**src/rtl/seq_detect_param_pkg.sv**
```systemverilog
`default_nettype none
// +--------------------------------------------------------------------------+
// | Module  : seq_detect_param_pkg                                           |
// | Purpose : Shared types and constants for the programmable serial         |
// |           pattern detector: config record, reset configuration and the   |
// |           pattern-length mask helper.                                    |
// | Ports   : none (package)                                                 |
// | Rev     : 1.0  initial release                                           |
// +--------------------------------------------------------------------------+
package seq_detect_param_pkg;

  // Storage width of the config record. The pattern field is sized for the
  // largest supported MAX_LEN (31, so that {history, inp} fits); the length
  // field must hold any LEN_W the top is built with (LEN_W <= CFG_LEN_W).
  // LEN_W itself must be wide enough to hold MAX_LEN, i.e.
  // LEN_W >= $clog2(MAX_LEN+1).
  localparam int unsigned CFG_PAT_W = 32;
  localparam int unsigned CFG_LEN_W = 8;

  // Configuration in force after reset: overlapping Mealy detector of 1011.
  localparam logic [CFG_PAT_W-1:0] RST_PATTERN = 32'h0000_000B;
  localparam logic [CFG_LEN_W-1:0] RST_LEN     = 8'd4;
  localparam logic                 RST_OVERLAP = 1'b1;
  localparam logic                 RST_MOORE   = 1'b0;

  typedef struct packed {
    logic [CFG_PAT_W-1:0] pattern;
    logic [CFG_LEN_W-1:0] len;
    logic                 overlap;
    logic                 moore;
  } cfg_t;

  localparam cfg_t RST_CFG = '{
    pattern: RST_PATTERN,
    len:     RST_LEN,
    overlap: RST_OVERLAP,
    moore:   RST_MOORE
  };

  // Mask selecting the low 'len' bits; bits at or above len are don't-care.
  function automatic logic [CFG_PAT_W-1:0] len_mask(input logic [CFG_LEN_W-1:0] len);
    logic [CFG_PAT_W-1:0] m;
    if (32'(len) >= CFG_PAT_W) begin
      m = '1;
    end else begin
      m = (CFG_PAT_W'(1) << len) - CFG_PAT_W'(1);
    end
    return m;
  endfunction

endpackage : seq_detect_param_pkg
`default_nettype wire

```
**src/rtl/seq_detect_param_sat_counter.sv**
```systemverilog
`default_nettype none
// +--------------------------------------------------------------------------+
// | Module  : sat_counter                                                    |
// | Purpose : Saturating up-counter with synchronous clear. A clear that     |
// |           coincides with an increment leaves the count at 1 so the       |
// |           coincident event is not lost.                                  |
// | Ports   : clk_i    clock                                                 |
// |           rst_n_i  synchronous active-low reset                          |
// |           inc_i    count one event                                       |
// |           clr_i    clear the count                                        |
// |           count_o  current count, saturates at all-ones                  |
// | Rev     : 1.0  initial release                                           |
// +--------------------------------------------------------------------------+
module sat_counter #(
  parameter int unsigned CNT_W = 8
) (
  input  logic             clk_i,
  input  logic             rst_n_i,
  input  logic             inc_i,
  input  logic             clr_i,
  output logic [CNT_W-1:0] count_o
);

  logic [CNT_W-1:0] count_q;
  logic [CNT_W-1:0] count_d;

  always_comb begin
    count_d = count_q;
    if (clr_i) begin
      count_d = inc_i ? CNT_W'(1) : '0;
    end else if (inc_i && (count_q != '1)) begin
      count_d = count_q + CNT_W'(1);
    end
  end

  always_ff @(posedge clk_i) begin
    if (!rst_n_i) begin
      count_q <= '0;
    end else begin
      count_q <= count_d;
    end
  end

  assign count_o = count_q;

endmodule : sat_counter
`default_nettype wire

```
**src/rtl/seq_detect_param.sv**
```systemverilog
`default_nettype none
// +--------------------------------------------------------------------------+
// | Module  : seq_detect_param                                               |
// | Purpose : Runtime-programmable serial bit-pattern detector. Pattern,     |
// |           length, overlap mode and Mealy/Moore output timing are loaded  |
// |           at runtime; input bits are qualified by in_valid_i and each    |
// |           occurrence is counted in a saturating counter.                 |
// | Ports   : clk_i          clock                                           |
// |           rst_n_i        synchronous active-low reset                    |
// |           cfg_load_i     latch cfg_*_i and restart detection             |
// |           cfg_pattern_i  pattern, bit [len-1] received first             |
// |           cfg_len_i      pattern length, legal 1..MAX_LEN                |
// |           cfg_overlap_i  1 = overlapping matches                         |
// |           cfg_moore_i    1 = Moore timing (one extra cycle)              |
// |           in_valid_i     qualifies inp_i                                 |
// |           inp_i          serial data bit                                 |
// |           cnt_clr_i      clear match_count_o                             |
// |           match_o        one-cycle pulse per occurrence                  |
// |           match_count_o  saturating count of match pulses                |
// |           cfg_err_o      latched length is illegal; detection disabled   |
// | Rev     : 1.0  initial release                                           |
// +--------------------------------------------------------------------------+
module seq_detect_param
  import seq_detect_param_pkg::*;
#(
  parameter int unsigned MAX_LEN = 8,
  parameter int unsigned LEN_W   = 4,
  parameter int unsigned CNT_W   = 8
) (
  input  logic               clk_i,
  input  logic               rst_n_i,
  input  logic               cfg_load_i,
  input  logic [MAX_LEN-1:0] cfg_pattern_i,
  input  logic [LEN_W-1:0]   cfg_len_i,
  input  logic               cfg_overlap_i,
  input  logic               cfg_moore_i,
  input  logic               in_valid_i,
  input  logic               inp_i,
  input  logic               cnt_clr_i,
  output logic               match_o,
  output logic [CNT_W-1:0]   match_count_o,
  output logic               cfg_err_o
);

  // ---------------------------------------------------------------------------
  // State
  // ---------------------------------------------------------------------------
  cfg_t               cfg_q;
  cfg_t               cfg_d;
  logic               cfg_err_q;
  logic               cfg_err_d;
  logic [MAX_LEN-1:0] hist_q;
  logic [MAX_LEN-1:0] hist_d;
  logic [LEN_W-1:0]   fill_q;
  logic [LEN_W-1:0]   fill_d;
  logic               hit_q;      // Mealy-timed hit (one cycle after sample)
  logic               moore_q;    // extra stage for Moore timing

  // ---------------------------------------------------------------------------
  // Comparator
  // ---------------------------------------------------------------------------
  logic [MAX_LEN:0]     window;
  logic [CFG_PAT_W-1:0] window_ext;
  logic [CFG_PAT_W-1:0] mask;
  logic                 pat_eq;
  logic                 len_ok;
  logic                 hit;

  // The incoming bit is compared together with the history so a match is
  // recognised on the same edge that samples the completing bit.
  assign window     = {hist_q, inp_i};
  assign window_ext = CFG_PAT_W'(window);
  assign mask       = len_mask(cfg_q.len);
  assign pat_eq     = ((window_ext ^ cfg_q.pattern) & mask) == '0;
  // Enough bits must have arrived since the last restart to fill the pattern.
  assign len_ok     = (32'(fill_q) + 32'd1) >= 32'(cfg_q.len);
  // A load in the same cycle discards the bit, so it can never complete a hit.
  assign hit        = in_valid_i && !cfg_load_i && !cfg_err_q && len_ok && pat_eq;

  // ---------------------------------------------------------------------------
  // Next-state logic
  // ---------------------------------------------------------------------------
  always_comb begin
    cfg_d     = cfg_q;
    cfg_err_d = cfg_err_q;
    hist_d    = hist_q;
    fill_d    = fill_q;
    if (cfg_load_i) begin
      cfg_d.pattern = CFG_PAT_W'(cfg_pattern_i);
      cfg_d.len     = CFG_LEN_W'(cfg_len_i);
      cfg_d.overlap = cfg_overlap_i;
      cfg_d.moore   = cfg_moore_i;
      cfg_err_d     = (cfg_len_i == '0) || (32'(cfg_len_i) > MAX_LEN);
      hist_d        = '0;
      fill_d        = '0;
    end else if (in_valid_i) begin
      hist_d = {hist_q[MAX_LEN-2:0], inp_i};
      if (hit && !cfg_q.overlap) begin
        // Non-overlapping: the next occurrence must be built from fresh bits.
        fill_d = '0;
      end else if (32'(fill_q) < MAX_LEN) begin
        fill_d = fill_q + LEN_W'(1);
      end
    end
  end

  // ---------------------------------------------------------------------------
  // State register
  // ---------------------------------------------------------------------------
  always_ff @(posedge clk_i) begin
    if (!rst_n_i) begin
      cfg_q     <= RST_CFG;
      cfg_err_q <= 1'b0;
      hist_q    <= '0;
      fill_q    <= '0;
      hit_q     <= 1'b0;
      moore_q   <= 1'b0;
    end else begin
      cfg_q     <= cfg_d;
      cfg_err_q <= cfg_err_d;
      hist_q    <= hist_d;
      fill_q    <= fill_d;
      hit_q     <= hit;
      // Advances regardless of in_valid_i so a pending Moore pulse still
      // comes out; a load flushes it.
      moore_q   <= cfg_load_i ? 1'b0 : hit_q;
    end
  end

  // ---------------------------------------------------------------------------
  // Output logic
  // ---------------------------------------------------------------------------
  always_comb begin
    match_o = hit_q;
    if (cfg_q.moore) begin
      match_o = moore_q;
    end
  end

  assign cfg_err_o = cfg_err_q;

  sat_counter #(
    .CNT_W (CNT_W)
  ) u_match_cnt (
    .clk_i   (clk_i),
    .rst_n_i (rst_n_i),
    .inc_i   (match_o),
    .clr_i   (cnt_clr_i),
    .count_o (match_count_o)
  );

endmodule : seq_detect_param
`default_nettype wire

```
**config.mk**
```make
export PLATFORM = sky130hd
export DESIGN_NAME = seq_detect_param
export DESIGN_NICKNAME = d
export VERILOG_FILES = /design/src/rtl/seq_detect_param_pkg.sv /design/src/rtl/seq_detect_param_sat_counter.sv /design/src/rtl/seq_detect_param.sv
export SDC_FILE = /design/constraint.sdc
export NUM_CORES = 1
export LEC_CHECK = 0
export BUFFER_PORTS_ARGS = -buffer_cell sky130_fd_sc_hd__buf_2
export CORE_MARGIN = 8
export CORE_UTILIZATION = 28
export CTS_CLUSTER_DIAMETER = 150
export DETAILED_ROUTE_END_ITERATION = 16
export SLEW_MARGIN = 15
export SYNTH_ARGS = -nofsm -noshare
export SYNTH_HDL_FRONTEND = slang
export SYNTH_SLANG_ARGS = --single-unit
```
**constraint.sdc**
```tcl
create_clock -name clk_i -period 2.6 [get_ports clk_i]
set_clock_uncertainty 0.2 [all_clocks]
set_input_delay 0 -clock clk_i [delete_from_list [all_inputs] [get_ports clk_i]]
set_output_delay 0 -clock clk_i [all_outputs]
set_load 0.03 [all_outputs]
```
After elaboration in Yosys (flattened, before gate mapping)
Index checks and enable logic that the tools add are counted.
{"block": "totals", "register_bits": 37, "input_bits": 20, "elab_cells": 46}
{"block": "classes", "addsub": 4, "order_cmp": 4, "n_eq_ne": 1, "shifts": 1, "muxes": 7, "bitwise_logic": 3, "n_reduce_logical": 16}
{"op": "$and A9 B32 Y32", "n": 1}
{"op": "$logic_not A32 Y1", "n": 1}
{"op": "$mux W32", "n": 1}
{"op": "$shl A1 B4 Y32 const A", "n": 1}
{"op": "$sub A32 B2 Y32 const B", "n": 1}
{"op": "$mux W8", "n": 2}
{"op": "$xor A9 B8 Y9", "n": 1}
{"op": "$add A8 B1 Y8 const B", "n": 1}
{"op": "$mux W4", "n": 2}
{"op": "$ne A8 B8 Y1 const B", "n": 1}
{"op": "$ge A4 B6 Y1 const B", "n": 1}
{"op": "$logic_and A1 B1 Y1", "n": 6}
{"op": "$add A4 B1 Y5 const B", "n": 1}
{"op": "$ge A5 B4 Y1", "n": 1}
{"op": "$add A4 B1 Y4 const B", "n": 1}
{"op": "$gt A4 B4 Y1 const B", "n": 1}
{"op": "$logic_not A4 Y1", "n": 1}
{"op": "$lt A4 B4 Y1 const B", "n": 1}
{"op": "$reduce_bool A2 Y1", "n": 2}
{"op": "$logic_not A1 Y1", "n": 3}
{"op": "$mux W1", "n": 2}
{"op": "$reduce_and A2 Y1", "n": 1}
{"op": "$reduce_or A2 Y1", "n": 1}
{"op": "$logic_or A1 B1 Y1", "n": 1}
{"op": "$not A1 Y1", "n": 1}

Depth between registers and ports, before layout
Gate-level depths: netlist (run 1).
{"block": "depth", "depth_word": 9, "mapped_depth": 10}

By module
A second synthesis (run 1) with hierarchy kept.
{"block": "hier_totals", "hier_cells": 210, "area_unflattened_um2": 1931.9}
{"mod": "seq_detect_param", "instances": 1, "cells_per_inst": 161, "area_each_um2": 1505.2}
{"mod": "sat_counter", "instances": 1, "cells_per_inst": 49, "area_each_um2": 426.7}

Worst setup path before layout (run 1)
OpenSTA, ideal clock, no wires.
{"block": "synth_path", "path_kind": "register -> register", "start": "reg cfg_q[2] (netlist name)", "end": "reg fill_q[0]", "setup_time_ns": 0.144, "arrival_time_ns": 2.257, "required_time_ns": 2.256, "slack_ns": -0.001, "stages_incl_launch_ff": 9, "path_buffers": 2, "synth_period_minus_slack_ns": 2.601, "path_cell_list": "dfxtp_1 > buf_6 > or4_4 > ha_1 > clkbuf_1 > a21oi_1 > o22ai_1 > nor4b_1 > a211oi_1"}
{"block": "synth_between", "elab_chain_len": 9, "word_cells_on_any_way": 13}
{"element": "start, declared", "line": "seq_detect_param.sv:48", "text": "cfg_t cfg_q;"}
{"element": "start signal, assigned", "line": "seq_detect_param.sv:119", "text": "cfg_q <= cfg_d;"}
{"element": "$shl A1 B4 Y32", "line": "seq_detect_param_pkg.sv:46", "text": "m = (CFG_PAT_W'(1) << len) - CFG_PAT_W'(1);"}
{"element": "$sub A32 B2 Y32", "line": "seq_detect_param_pkg.sv:46"}
{"element": "$mux W32", "line": "seq_detect_param_pkg.sv:43", "text": "if (32'(len) >= CFG_PAT_W) begin"}
{"element": "$and A9 B32 Y32", "line": "seq_detect_param.sv:74", "text": "assign pat_eq = ((window_ext ^ cfg_q.pattern) & mask) == '0;"}
{"element": "$logic_not A32 Y1", "line": "seq_detect_param.sv:74"}
{"element": "$logic_and A1 B1 Y1 (*)", "line": "seq_detect_param.sv:78", "text": "assign hit = in_valid_i && !cfg_load_i && !cfg_err_q && len_ok && pat_eq;"}
{"element": "$logic_and A1 B1 Y1 (*)", "line": "seq_detect_param.sv:98", "text": "if (hit && !cfg_q.overlap) begin"}
{"element": "$reduce_bool A2 Y1 (no line)"}
{"element": "$reduce_and A2 Y1 (no line)"}
{"element": "end signal, assigned", "line": "seq_detect_param.sv:122", "text": "fill_q <= fill_d;"}
{"element": "end, declared", "line": "seq_detect_param.sv:54", "text": "logic [LEN_W-1:0] fill_q;"}
Every way passes the cells marked *; elsewhere a longest branch is shown, timed or not.
A chain may end at the register's enable or synchronous reset.

Worst setup path in the final report (run 1)
{"block": "layout_path", "start": "reg cfg_q[4] (netlist name)", "end": "reg fill_q[0]"}
Same word-level chain as after synthesis.

==> summary.md, run 1 <==
| Metric | Value |
|---|---|
| Status | `complete, no violations` |
| Drt pass-1 iters | `4` |
| DR vias | `roughly 1600` |
| Die area | `9540 sq um` |
| Clk_lat worst skew | `0.29 ns` |
| Static Leak | `1.02 nW` |
| F_max | `between 0.4 and 0.5 GHz` |
| Die W | `slightly below 100 um` |
| Cell Area, Synth | `1870 sq um` |
| Syn Inst Count | `~200` |
| Total CTS buffers | `5` |
| Max incr delay on CP | `0.52 ns` |
| Share of layout cells above drive strength 1 | `19.9%` |
| Final setup viols | `0` |
| Starting Density | `29.3%` |
| Final Hold Fails | `0` |
| Final total power | `1.14 mW` |
| All-Layer GR Usage | `9.06%` |
| Slew Viols, Final | `0` |
| First-pass GRT wire length | `7200 um` |
| CP Class | `register to register` |
| Routability cong. | `0.831` |
| Cell row count | `29` |
| WL final | `4350 um` |
| Synth cell count leaders | `37 x dfxtp_1, 32 x nor2_1, 24 x mux2i_1` |
| DRT iter0 DRCs | `37` |
| CTS tree | `yes` |
| Synth-to-layout area growth | `30.2%` |
| CTS H-tree depth | `2` |
| Setup TNS | `0 ns` |
| IO buf count | `29` |
| Seq cells post-synth | `37` |
| Top-count cell post-synth | `dfxtp_1` |
| Slowest CP cell | `or4_4` |
| Hpwl dp | `3190 um` |
| Reg2reg setup slack | `0.13 ns` |
| Crit Reg-Reg Startpoint | `cfg_q[4]` |
| Sequential area share after synthesis | `39.7%` |
| Pwr/cell area | `470 nW/um^2` |
| Syn Area/Cell | `a little over 9 sq um` |
| Worst hold stages | `3` |
| Worst Path Arrival | `2.42 ns` |
| DRT antenna net count | `0` |
| Diode count | `0` |
| Vias in the first global route | `1524` |
| DRC viols | `0` |
| Primary FF master, synth | `dfxtp_1` |
| TritonCTS Sinks | `37` |
| Ranking of synthesized cells by area | `dfxtp_1 40%, mux2i_1 13%, nor2_1 6.4%, ha_1 4.7%, xnor2_1 4.7%` |
| Clock root buffer | `clkbuf_8` |
| Worst Hold End | `u_match_cnt.count_o[7]` |
| Max-Cap Viols | `0` |
| VDD IR-drop max | `0.211 mV` |
| RSZ-0062 raised after global routing | `no` |
| Critical Path RT | `2.55 ns` |
| Slew @ Worst Pin | `approximately 0.58 ns` |
| FF-to-FF path depth | `7` |
| Yosys cell types | `36` |
| Min-delay src | `rst_n_i` |
| Final instance area | `approximately 2400 sq um` |
| Congestion Overflow GR | `0` |
| Final worst path period need | `2.47 ns` |
| Post-Syn Nets | `229` |
| Synth warnings | `0` |
| CTS max path bufs | `2` |
| Min-delay worst type | `input port to register` |
| Synth area leader | `dfxtp_1` |
| Critical Path Fanout Max | `10` |
| CP Capture Type | `register` |
| Max transition margin | `61.2%` |
| Worst path cell trace | `or4_4 > ha_1 > xnor2_1 > o22ai_2 > nor4b_2 > buf_4 > a211oi_1` |
| Wire per inst | `13.0 um` |
| Routed vias/inst | `4.80` |
| Placed inst area | `between 2000 and 2500 sq um` |
| EDFF count, synth | `0` |
| Initial antenna violation count | `0` |
| IO Pins | `30` |
| CP startpoint kind | `register` |
| Async SR Flop Fraction | `0%` |
| Die Span Y | `97.7 um` |
| Core Area | `6390 sq um` |
| Final period util | `95.0%` |
| Share of Yosys cell area claimed by the top area cell type | `39.7%` |
| Final net count | `~280` |
| Worst-path clk slew | `0.07 ns` |
| Pin count of the biggest net entering global routing | `19` |
| Reg-to-Reg End | `fill_q[0]` |
[area by class of cell]
type | instances | area (sq um)
Clock buffer | 5 | 68.8
Clock inverter | 1 | 5.00
Fill cell | 667 | 3950
Inverter | 7 | 26.3
Multi-Input combinational cell | 148 | 1070
Sequential cell | 37 | 741
Tap cell | 77 | 96.3
Timing Repair Buffer | 58 | 423
[layout by cell type, fill, tap and decap left out, types with 5 or more instances in the layout]
cell type,Yosys,routed
a21oi_1,6,6
nand3_1,5,5
xor2_1,9,9
ha_1,7,7
buf_4,0,5
dlygate4sd3_1,0,24
xnor2_1,10,10
inv_1,7,7
clkbuf_8,0,5
dfxtp_1,37,37
o21ai_0,7,7
mux2i_1,24,24
a211oi_1,6,6
nor2_1,32,32
nand2_1,12,12
buf_2,2,29
[metrics by stage]
stage / hold WS [ns] / setup WS (ns) / util, % / std cells
5_1_grt: 0.0674 / 0.00308 / 38.1 / 333
4_1_cts: 0.0226 / 0.123 / 37.8 / 332
6_report: 0.0348 / 0.131 / 38.1 / 333
2_1_floorplan: -0.0711 / 0.113 / - / 202
3_5_place_dp: 0.0256 / 0.126 / 32.9 / 302
3_3_place_gp: 0.0176 / 0.201 / 32.9 / 302
[power by group]
group	switching [mW]	total (mW)	internal [mW]
Sequential	0.0148	0.598	0.583
Combinational	0.0859	0.175	0.0891
Clock	0.194	0.370	0.176
Total	0.295	1.14	0.849
[how the worst max path moves through the flow]
| stage | start | to | slack, ns | cells after the start |
|---|---|---|---|---|
| after CTS | cfg_q[4] | hit_q | 0.12 | 6 |
| after floorplan | cfg_q[2] | hit_q | 0.11 | 8 |
| after global placement | cfg_q[4] | hit_q | 0.20 | 6 |
| after detailed placement | cfg_q[4] | hit_q | 0.13 | 6 |
| after global routing | cfg_q[4] | fill_q[2] | 0.003 | 7 |
| final | cfg_q[4] | fill_q[0] | 0.13 | 7 |
[logic make-up (layout without fill, tap and decap cells)]
group                      count (synthesis)  after routing  share of synthesized area (%)
muxes                                     25             25                           13.5
buffers and inverters                     17             71                           3.95
xor gates and xnor gates                  19             19                           8.91
DFF                                       37             37                           39.7
adders and majority gates                  7              7                           4.69
and+or+nand+nor                           68             68                           19.0
AOI/OAI and AO/OA                         29             29                           10.3
[critical path: cells and delay by family (launching register included)]
kind | cells | cell delay [ns]
xor gates and xnor gates | 1 | 0.25
and+or+nand+nor | 2 | 0.80
DFF | 1 | 0.38
AOI/OAI and AO/OA | 2 | 0.20
buffers and inverters | 1 | 0.16
adders and majority gates | 1 | 0.33
[what timing repair did]
action,4_1_cts,5_1_grt
setup buffers,0,1
hold buffers,24,0
resized for setup,0,2
setup endpoints to repair,0,4
hold endpoints to repair,30,0
[per-layer routing]
layer | track usage, % | wire length (um) | vias to the layer above
met5 | 0 | 0 | -
met2 | 13.5 | 1860 | 49
met1 | 11.7 | 2160 | 724
met3 | 2.84 | 242 | 11
met4 | 3.73 | 80 | 0
li1 | - | - | 815
[flip-flops by register name, summed over array words and instances, names as in the netlist]
name,count
cfg_q,14
hist_q,8
u_match_cnt.count_o,8
fill_q,4
cfg_err_o,1
hit_q,1
moore_q,1
No activity file was read; power rests on OpenSTA's default activity.
==> run 2: changes to the inputs <==
==> constraint.sdc (replaced) <==
create_clock -name clk_i -period 2.6 [get_ports clk_i]
set_clock_uncertainty 0.2 [all_clocks]
set_input_delay 0.13 -clock clk_i [delete_from_list [all_inputs] [get_ports clk_i]]
set_output_delay 0.13 -clock clk_i [all_outputs]
set_load 0.03 [all_outputs]
==> run 2 against run 1 <==
- cell count stayed put
- clock power is 39% higher
- register-to-register slack hardly changed
- wire length is 2.0% lower
==> summary.md, run 2 (synthesis gave the netlist of run 1 again) <==
| Metric | Value |
|---|---|
| Cell-internal power | `0.982 mW` |
| Clock Power Share | `40.1%` |
| Routed vias/inst | `4.71` |
| Crit Reg-Reg Startpoint | `cfg_q[4]` |
| Cell row count | `29` |
| Congestion Overflow GR | `0` |
| Clk_lat worst skew | `0.29 ns` |
| Routability cong. | `0.826` |
| Critical Path Fanout Max | `10` |
| CP startpoint kind | `register` |
| Static Leak | `1.02 nW` |
| Final instance area | `between 2000 and 2500 sq um` |
| CTS H-tree depth | `2` |
| Met2 routed WL | `1760 um` |
| Resized Gates After CTS | `0` |
| Synth-to-layout area growth | `30.7%` |
| TritonCTS Sinks | `37` |
| CTS tree | `yes` |
| Max incr delay on CP | `0.51 ns` |
| WL final | `4260 um` |
| Most frequent cell on the critical path | `nor4b_4` |
| DRT iter0 DRCs | `28` |
| Wire length on met3 | `259 um` |
| Flop pwr share | `46.7%` |
| Net Switching | `0.298 mW` |
| Die area | `between 9000 and 10000 sq um` |
| Met1 WL | `2180 um` |
| Die Span Y | `a little under 100 um` |
| Core Area | `6390 sq um` |
| Min-delay worst type | `input port to register` |
| Max-Cap Viols | `0` |
| IO buf count | `29` |
| Reg2reg setup slack | `between 0.1 and 0.15 ns` |
| F_max | `0.404 GHz` |
| Max transition margin | `61.9%` |
| Worst hold stages | `3` |
| DR vias | `roughly 1600` |
| Commonest non-fill, non-tap cell in the layout | `dfxtp_1` |
| Net Sw Frac | `23.3%` |
| Reg-to-Reg End | `hit_q` |
| Min-delay src | `cfg_load_i` |
| Hold slack final | `0.0105 ns` |
| Filler instances | `643` |
| Slowest CP cell | `or4_4` |
| Slew @ Worst Pin | `approximately 0.56 ns` |
| DRC viols | `0` |
| Hpwl dp | `~3100 um` |
| Final worst path period need | `2.48 ns` |
| Final setup viols | `0` |
| FF-to-FF path depth | `6` |
| Slew Viols, Final | `0` |
| Cts hold-fix bufs | `22` |
| Wire per inst | `12.8 um` |
| Share of layout cells above drive strength 1 | `19.5%` |
| # Post-CTS Setup Buffers | `0` |
| Die W | `just under 100 um` |
| Worst-path clk slew | `about 0.070 ns` |
| Clock root buffer | `clkbuf_8` |
| DRT antenna net count | `0` |
| Status | `complete, no violations` |
| All-Layer GR Usage | `a little under a tenth` |
| Drt pass-1 iters | `4` |
| Top sig layer | `met4` |
| Setup TNS | `0 ns` |
| CTS max path bufs | `2` |
| Max reg flops | `14` |
| Pwr/cell area | `524 nW/um^2` |
| Pin count of the biggest net entering global routing | `18` |
| First-pass GRT wire length | `roughly 7100 um` |
| Initial antenna violation count | `0` |
| Final period util | `95.2%` |
| Worst path cell trace | `or4_4 > ha_1 > mux2i_1 > o21ai_0 > nor4b_4 > nor4b_4` |
| Final net count | `around 280` |
| Worst Hold End | `cfg_err_o` |
| Final total power | `1.28 mW` |
| Final Hold Fails | `0` |
| Worst Path Arrival | `2.48 ns` |
| VDD IR-drop max | `0.245 mV` |
| Placed inst area | `2110 sq um` |
| CP Capture Type | `register` |
| IO Pins | `30` |
| RSZ-0062 raised after global routing | `no` |
| Vias in the first global route | `1495` |
| Starting Density | `between 20 and 30%` |
| Diode count | `0` |
| Reg with most FFs | `cfg_q` |
| Commonest cells after routing, fill and taps aside | `37 x dfxtp_1, 32 x nor2_1, 29 x buf_2, 24 x mux2i_1, 22 x dlygate4sd3_1` |
| Total CTS buffers | `5` |
| Logic pwr share | `13.2%` |
| Critical Path RT | `2.61 ns` |
| CP Class | `register to register` |
==> run 2: changes by cell type in the layout (fill, tap and decap cells not counted), sizes merged <==
cell	previous run	this run
bufinv	0	1
clkbuf	5	7
clkinv	1	0
dlygate4sd3	24	22
==> run 2: power groups by stage <==
stage	Clock [mW]	Combinational, mW	Sequential, mW
floorplan	0	0.101	0.610
global placement	0	0.143	0.611
detailed placement	0	0.144	0.611
CTS	0.530	0.171	0.598
global route	0.552	0.186	0.600
finish	0.513	0.169	0.598
==> run 2: how the worst max path moves through the flow <==
stage,from,to,slack (ns),depth (start not counted)
after floorplan,cfg_q[2],hit_q,0.11,8
after global placement,cfg_q[4],hit_q,0.20,6
after detailed placement,cfg_q[4],hit_q,0.15,6
after CTS,cfg_q[4],hit_q,0.12,6
after global routing,cfg_q[4],hit_q,0.03,6
final,cfg_q[4],hit_q,0.12,6
==> run 2: final cells by class <==
cell class	instances	area (sq um)	share of cell area, %
Multi-Input combinational cell	148	1060	43.4
Sequential cell	37	741	30.3
Timing Repair Buffer	56	403	16.5
Tap cell	77	96.3	3.94
Clock buffer	7	86.3	3.53
Clock inverter	1	30.0	1.23
Inverter	7	26.3	1.08
==> run 2: metal layers <==
| layer | vias up | GRT usage, % |
|---|---|---|
| li1 | 813 | - |
| met1 | 710 | 11.4 |
| met2 | 38 | 13.5 |
| met3 | 7 | 3.63 |
| met4 | 0 | 3.15 |
| met5 | - | 0 |
==> run 2: per-stage QoR <==
| stage | setup slack [ns] | util [%] | instances |
|---|---|---|---|
| finish | 0.124 | 38.2 | 333 |
| global route | 0.0348 | 38.2 | 333 |
| CTS | 0.123 | 38.2 | 333 |
| detailed placement | 0.148 | 33.0 | 303 |
| global placement | 0.203 | 33.0 | 303 |
| floorplan | 0.113 | - | 202 |
==> run 2: critical path, delay by kind of cell (launching register included) <==
kind,cells,cell delay (ns)
and+or+nand+nor,3,1.17
AOI/OAI and AO/OA,1,0.14
DFF,1,0.38
muxes,1,0.17
adders and majority gates,1,0.34
==> run 3: changes to the inputs <==
--- a/config.mk
+++ b/config.mk
@@ -6,6 +6,7 @@
 export NUM_CORES = 1
 export LEC_CHECK = 0
 export BUFFER_PORTS_ARGS = -buffer_cell sky130_fd_sc_hd__buf_2
+export CORE_ASPECT_RATIO = 0.7
 export CORE_MARGIN = 8
 export CORE_UTILIZATION = 28
 export CTS_CLUSTER_DIAMETER = 150
==> run 3 against run 2 <==
- setup slack improved by 0.083 ns
- global-route usage grew 0.56 points
- die area up 0.44%
- critical path depth is the same
- register-to-register slack better by 0.08 ns
- highest routed layer unchanged
- total power increased by 0.98%
- cell count up 4.8%
- critical endpoint is now u_match_cnt.count_o[0]
- sequential share of layout area down 0.43 points
==> summary.md, run 3 (synthesis gave the netlist of run 1 again) <==
| Metric | Value |
|---|---|
| Clock Power Share | `approximately two fifths` |
| DR vias | `1574` |
| Diode count | `0` |
| Critical Path Fanout Max | `4` |
| Total CTS buffers | `5` |
| CP Capture Type | `register` |
| Net Switching | `between 0.3 and 0.4 mW` |
| Final setup viols | `0` |
| Routability cong. | `0.967` |
| Die W | `114 um` |
| F_max | `roughly 0.42 GHz` |
| Met2 GRT Util | `14.9%` |
| Wire per inst | `about 13 um` |
| Worst setup startpoint | `u_match_cnt.count_o[0]` |
| DRC viols | `0` |
| Max-Cap Viols | `0` |
| CTS H-tree depth | `2` |
| WL final | `4430 um` |
| Vias in the first global route | `1571` |
| DRT iter0 DRCs | `85` |
| Net Sw Frac | `24.1%` |
| Flop pwr share | `between 40% and 50%` |
| DRT antenna net count | `0` |
| Initial antenna violation count | `0` |
| Hpwl dp | `3170 um` |
| Max transition margin | `59.8%` |
| Status | `complete, no violations` |
| VDD IR-drop max | `0.259 mV` |
| Synth-to-layout area growth | `32.6%` |
| Clock root buffer | `clkbuf_8` |
| Die area | `9580 sq um` |
| Logic pwr share | `between 10% and 20%` |
| CTS max path bufs | `2` |
| Final net count | `281` |
| Pin count of the biggest net entering global routing | `19` |
| First-pass GRT wire length | `7510 um` |
| All-Layer GR Usage | `9.58%` |
| Worst hold stages | `3` |
| TritonCTS Sinks | `37` |
| Commonest non-fill, non-tap cell in the layout | `dfxtp_1` |
| Worst-path clk slew | `0.07 ns` |
| Cell row count | `25` |
| Final instance area | `2480 sq um` |
| Congestion Overflow GR | `0` |
| Critical Path RT | `2.57 ns` |
| Setup TNS | `0 ns` |
| CTS tree | `yes` |
| Min-delay src | `in_valid_i` |
| Reg with most FFs | `cfg_q` |
| Static Leak | `1.02 nW` |
| Commonest cells after routing, fill and taps aside | `37 x dfxtp_1, 32 x nor2_1, 29 x buf_2, 24 x mux2i_1, 22 x dlygate4sd3_1` |
| IO Pins | `30` |
| Drt pass-1 iters | `4` |
| Final core utilization | `37.5%` |
| Core Area | `approximately 6600 sq um` |
| Die Span Y | `84.3 um` |
| Slew @ Worst Pin | `0.597 ns` |
| CP Class | `register to register` |
| CP startpoint kind | `register` |
| FF-to-FF path depth | `6` |
| Clk_lat worst skew | `0.29 ns` |
| Grt met1 use | `12.3%` |
| IO buf count | `29` |
| Min-delay worst type | `input port to register` |
| Cell-internal power | `0.981 mW` |
| Starting Density | `28.3%` |
| Max reg flops | `14` |
| Routed vias/inst | `4.51` |
| Crit Reg-Reg Startpoint | `u_match_cnt.count_o[0]` |
| Pwr/cell area | `522 nW/um^2` |
| RSZ-0062 raised after global routing | `no` |
| Final Hold Fails | `0` |
| Placed inst area | `2110 sq um` |
| Met3 Track Usage GR | `2.29%` |
| Share of layout cells above drive strength 1 | `20.4%` |
| Busiest grt layer | `met2` |
| Worst Path Arrival | `2.37 ns` |
| Slew Viols, Final | `0` |
| Final period util | `between 90 and 100%` |
| Final worst path period need | `2.39 ns` |
run 3: per-layer routing:
| layer | part of all wire (%) | routed length (um) | vias to the layer above |
|---|---|---|---|
| met5 | 0 | 0 | - |
| met4 | 1.5 | 68 | 0 |
| met3 | 3.0 | 134 | 7 |
| met2 | 46 | 2040 | 22 |
| met1 | 49 | 2190 | 733 |
| li1 | - | - | 812 |
run 3: metrics by stage:
stage	cells	setup WS [ns]	hold WS (ns)	total power, mW
floorplan	202	0.113	0.0589	0.711
global placement	318	0.218	0.146	0.752
detailed placement	318	0.134	0.152	0.753
CTS	348	0.118	0.107	1.30
global route	349	0.0771	0.126	1.35
finish	349	0.207	0.116	1.29
run 3: area by class of cell:
type                    count  area (sq um)
fillers                   671          4120
well taps                  94           118
clock inverters             2          37.5
clock buffers               6          82.6
multi-input cells         148          1080
flip-flops and latches     37           741
inverters                   7          26.3
repair buffers             55           395
run 3: path summary, 6_finish.rpt:
path | slack (ns) | endpoint
worst max-delay path | 0.21 | u_match_cnt.count_o[0]
worst min-delay path | 0.12 | hist_q[7]
worst max register to register | 0.21 | u_match_cnt.count_o[0]
worst min register to register | 0.23 | moore_q
run 3: worst max-delay path, stage by stage, from the launching register on:
cell and delay, ns:
dfxtp_1 0.38, ha_1 0.25, nand3_1 0.11, o21ai_0 0.51, xor2_1 0.21, a21oi_1 0.08, dlygate4sd3_1 0.55
run 3: power groups by stage:
stage / Combinational (mW) / Sequential, mW / Clock [mW]
detailed placement: 0.142 / 0.612 / 0
global placement: 0.140 / 0.611 / 0
finish: 0.174 / 0.599 / 0.521
global route: 0.191 / 0.601 / 0.561
CTS: 0.169 / 0.598 / 0.537
floorplan: 0.101 / 0.610 / 0
run 3: timing repair:
item,CTS,global route
setup buffers,0,1
endpoints found under the hold margin,17,0
resized for setup,0,3
hold buffers,22,0
setup endpoints to repair,0,5
